File: src/rtl/key_event_decoder.sv
// Gesture classifier behind the key debouncer: turns settled press/release edges
// into single-cycle short-press, long-press and double-click pulses.
module key_event_decoder #(
    parameter int LONG_CYC = 50_000_000,
    parameter int DBL_CYC  = 12_500_000,
    parameter int CNT_W    = 26
) (
    input  logic clk,
    input  logic rst,
    input  logic flag,
    input  logic key_value,
    output logic pressed,
    output logic short_pulse,
    output logic long_pulse,
    output logic double_pulse
);

    // state  | meaning
    // IDLE   | no gesture in progress
    // PRESS1 | first press held, timing towards a long press
    // WAIT2  | first press released, waiting for a second press
    // PRESS2 | second press of a double click held
    // HOLD   | long press reported, waiting for release
    typedef enum logic [2:0] {
        IDLE,
        PRESS1,
        WAIT2,
        PRESS2,
        HOLD
    } state_t;

    localparam logic [CNT_W-1:0] LONG_TC = CNT_W'(LONG_CYC - 1);
    localparam logic [CNT_W-1:0] DBL_TC  = CNT_W'(DBL_CYC - 1);

    state_t           state;
    state_t           state_nxt;
    logic             stable;
    logic [CNT_W-1:0] cnt;
    logic             press_edge;
    logic             release_edge;
    logic             short_nxt;
    logic             long_nxt;
    logic             double_nxt;

    // Strobes that repeat the current level are debouncer noise and do nothing.
    assign press_edge   = flag & ~key_value &  stable;
    assign release_edge = flag &  key_value & ~stable;

    always_comb begin
        state_nxt  = state;
        short_nxt  = 1'b0;
        long_nxt   = 1'b0;
        double_nxt = 1'b0;
        unique case (state)
            IDLE: begin
                if (press_edge) state_nxt = PRESS1;
            end
            PRESS1: begin
                if (release_edge) begin
                    state_nxt = WAIT2;
                end else if (cnt == LONG_TC) begin
                    state_nxt = HOLD;
                    long_nxt  = 1'b1;
                end
            end
            WAIT2: begin
                if (press_edge) begin
                    state_nxt = PRESS2;
                end else if (cnt == DBL_TC) begin
                    state_nxt = IDLE;
                    short_nxt = 1'b1;
                end
            end
            PRESS2: begin
                if (release_edge) begin
                    state_nxt  = IDLE;
                    double_nxt = 1'b1;
                end
            end
            HOLD: begin
                if (release_edge) state_nxt = IDLE;
            end
            default: state_nxt = IDLE;
        endcase
    end

    always_ff @(posedge clk or posedge rst) begin
        if (rst) begin
            state        <= IDLE;
            stable       <= 1'b1;
            cnt          <= '0;
            pressed      <= 1'b0;
            short_pulse  <= 1'b0;
            long_pulse   <= 1'b0;
            double_pulse <= 1'b0;
        end else begin
            state        <= state_nxt;
            short_pulse  <= short_nxt;
            long_pulse   <= long_nxt;
            double_pulse <= double_nxt;
            if (press_edge || release_edge) begin
                stable  <= key_value;
                pressed <= ~key_value;
            end
            if (state_nxt != state) begin
                cnt <= '0;
            end else if (cnt != '1) begin
                cnt <= cnt + CNT_W'(1);
            end
        end
    end

endmodule

File: config.mk
export PLATFORM = sky130hd
export DESIGN_NAME = key_event_decoder
export DESIGN_NICKNAME = d
export VERILOG_FILES = /design/src/rtl/key_event_decoder.sv
export SDC_FILE = /design/constraint.sdc
export NUM_CORES = 1
export LEC_CHECK = 0
export BUFFER_PORTS_ARGS = -buffer_cell sky130_fd_sc_hd__buf_2
export CAP_MARGIN = 5
export CORE_MARGIN = 8
export CORE_UTILIZATION = 45
export DETAILED_ROUTE_END_ITERATION = 12
export SKIP_CTS_REPAIR_TIMING = 1
export SLEW_MARGIN = 20
export SYNTH_ARGS = -nofsm -noshare
export SYNTH_HDL_FRONTEND = slang
export SYNTH_SLANG_ARGS = --single-unit
File: constraint.sdc
create_clock -name clk -period 2.95 [get_ports clk]
set_input_delay 0.295 -clock clk [delete_from_list [all_inputs] [get_ports clk]]
set_output_delay 0.295 -clock clk [all_outputs]
set_load 0.01 [all_outputs]
==> run metrics <==
max-slew violations 0; final hold violations 0; Post-Route Utilization 0.509; top-count cell post-synth dfrtp_1; root buffer cell clkbuf_8; Seq/Total Area, Yosys 0.433; final setup TNS 0 ns; initial antenna violation count 0; Clock Tree Buf Depth 2; RSZ-0062 raised after global routing no; crit path kind flop to flop; Post-DRT Antenna Nets 0; critical path launch point type flop; layout cell share with drive strength beyond 1 0.121; die extent in y 82.2 um; Leak 0.844 nW; Worst-path clk slew 0.07 ns; post-synth cell types 47; Clock Skews 0.00964 ns; via count 1,666; largest net degree at the start of global routing 27; port bufs 7; number of cells on the critical path 6; DRC 0; Routed WL 4520 um; fin crit share 0.790; Worst path top cell family by delay simple AND/OR/NAND/NOR gates; Syn Area/Cell 9.47 um^2; min cycle time layout 2.33 ns; antenna cells 0; clock sink count 34; CP bufs+invs 1; Yosys warning count 0; number of synthesized register bits 34; max incr delay on CP 0.47 ns; Mapped Nets 213; gr usage total 0.146; Routed wire per std cell 16.9 um; worst IR drop on VDD 0.316 mV; Worst R2R End cnt[0]$_DFFE_PP0P_; Syn-to-layout area delta 11.1%; top post-synthesis cells by count 33 x dfrtp_1, 19 x nor3_1, 16 x xnor2_1, 14 x nand2_1, 11 x nor2_1; GRT overflow 0; Critical R2R Launch cnt[14]$_DFFE_PP0P_; Clk Latency, worst-skew pair 0.30 ns; GP Congestion 0.859; most used flip-flop cell after synthesis dfrtp_1; number of I/O pins 8; H-tree Lvls 2; status finished clean; initial detailed-routing violation count 121; die area 6750 um^2; R2R Setup Slk 0.62 ns; vias in the first global route 1,576; Area contributors post-synth dfrtp_1 42%, xnor2_1 7.1%, nor3_1 4.8%; Inserted Clock Buffers 5; Fmax achieved 429 MHz; Worst Path Arrival 2.47 ns; Post-synth EDFFs 0; Synth async-reset ratio 1.00; post-DR vias/cell 6.24; PD cells 577 nW/um^2; # nets final 219; crit path max fanout 26; CP required 3.09 ns; top cell type's share of synthesized area 0.419; Hold Path Class input port to asynchronous set/reset pin; final setup violation count 0; crit-path cells or3b_1 -> or3_1 -> nor4_1 -> o31a_1 -> buf_4 -> nor3_1; CP max-delay cell dfrtp_1; Pre-Repair DR Iteration Count 4; Worst R2R Path Depth 6; Critical Path End Type flop; Mapped Area 1970 um^2; Tightest Pin Transition 0.669 ns; standard-cell rows 24; post-synth top area cell dfrtp_1; Core Area 4290 um^2; Syn Inst Count 208; Rel. slew slack 0.554; max cap viols 0; CTS tree yes; starting density of the core 0.459; placed wire-length estimate 3200 um; first-pass GRT wire length 7720 um; Die X 82.2 um
-- power by group --
group	internal, mW	switching (mW)
Combinational	0.0703	0.0959
Sequential	0.505	0.0532
Clock	0.361	0.177
-- how the worst max path moves through the flow --
stage / startpoint / end / slack [ns]
3_5_place_dp: cnt[14]$_DFFE_PP0P_ / cnt[5]$_DFFE_PP0P_ / 0.69
3_3_place_gp: cnt[0]$_DFFE_PP0P_ / cnt[13]$_DFFE_PP0P_ / 0.68
4_1_cts: cnt[15]$_DFFE_PP0P_ / cnt[23]$_DFFE_PP0P_ / 0.65
5_1_grt: cnt[14]$_DFFE_PP0P_ / cnt[23]$_DFFE_PP0P_ / 0.52
2_1_floorplan: cnt[11]$_DFFE_PP0P_ / cnt[11]$_DFFE_PP0P_ / 0.89
6_report: cnt[14]$_DFFE_PP0P_ / cnt[0]$_DFFE_PP0P_ / 0.62
-- state kept, by name, summed over array words and instances, names as in the netlist --
signal and cells:
cnt 26, double_pulse 1, long_pulse 1, pressed 1, short_pulse 1, stable 1, state 3
-- cell usage in the layout (no fill, tap or decap), types with 6 or more instances in the layout --
cell type	instances
a21oi_1	7
and4_1	7
buf_2	7
clkbuf_8	6
dfrtp_1	33
inv_1	7
nand2_1	14
nand3_1	8
nand4_1	7
nor2_1	11
nor3_1	19
xnor2_1	16
-- cell families (layout without fill, tap and decap cells) --
logic type,Yosys count,after routing,synth area share
xor+xnor,19,19,0.0845
mux,1,1,0.00508
simple gates,102,102,0.305
compound gates,33,33,0.129
fa+ha+maj,1,1,0.00635
flops,34,34,0.433
buf+inv,18,25,0.0375
-- metal layers --
metal	track usage	routed length (um)	vias to the layer above	part of all wire
met5	0	0	-	0
met1	0.197	2120	818	0.47
li1	-	-	794	-
met3	0.0357	259	6	0.057
met4	0.0491	59	0	0.013
met2	0.225	2080	48	0.46
-- layout make-up --
| cell class | count | area [um^2] |
|---|---|---|
| Fill cell | 392 | 2110 |
| Multi-Input combinational cell | 156 | 1040 |
| Sequential cell | 34 | 852 |
| Clock buffer | 6 | 82.6 |
| Tap cell | 52 | 65.1 |
| Clock inverter | 2 | 60.1 |
| Timing Repair Buffer | 10 | 57.6 |
| Inverter | 7 | 26.3 |
-- stage by stage --
stage               worst slack [ns]  total power [mW]  cell area, um^2  hold slack [ns]  instances
detailed placement             0.687             0.734             2040            0.423        259
global route                   0.518              1.33             2190            0.162        267
global placement               0.680             0.721             2040            0.420        259
CTS                            0.653              1.28             2190            0.109        267
finish                         0.619              1.26             2190           0.0873        267
floorplan                      0.889             0.685             1970            0.358        208
Power figures use the tool's default switching activity.
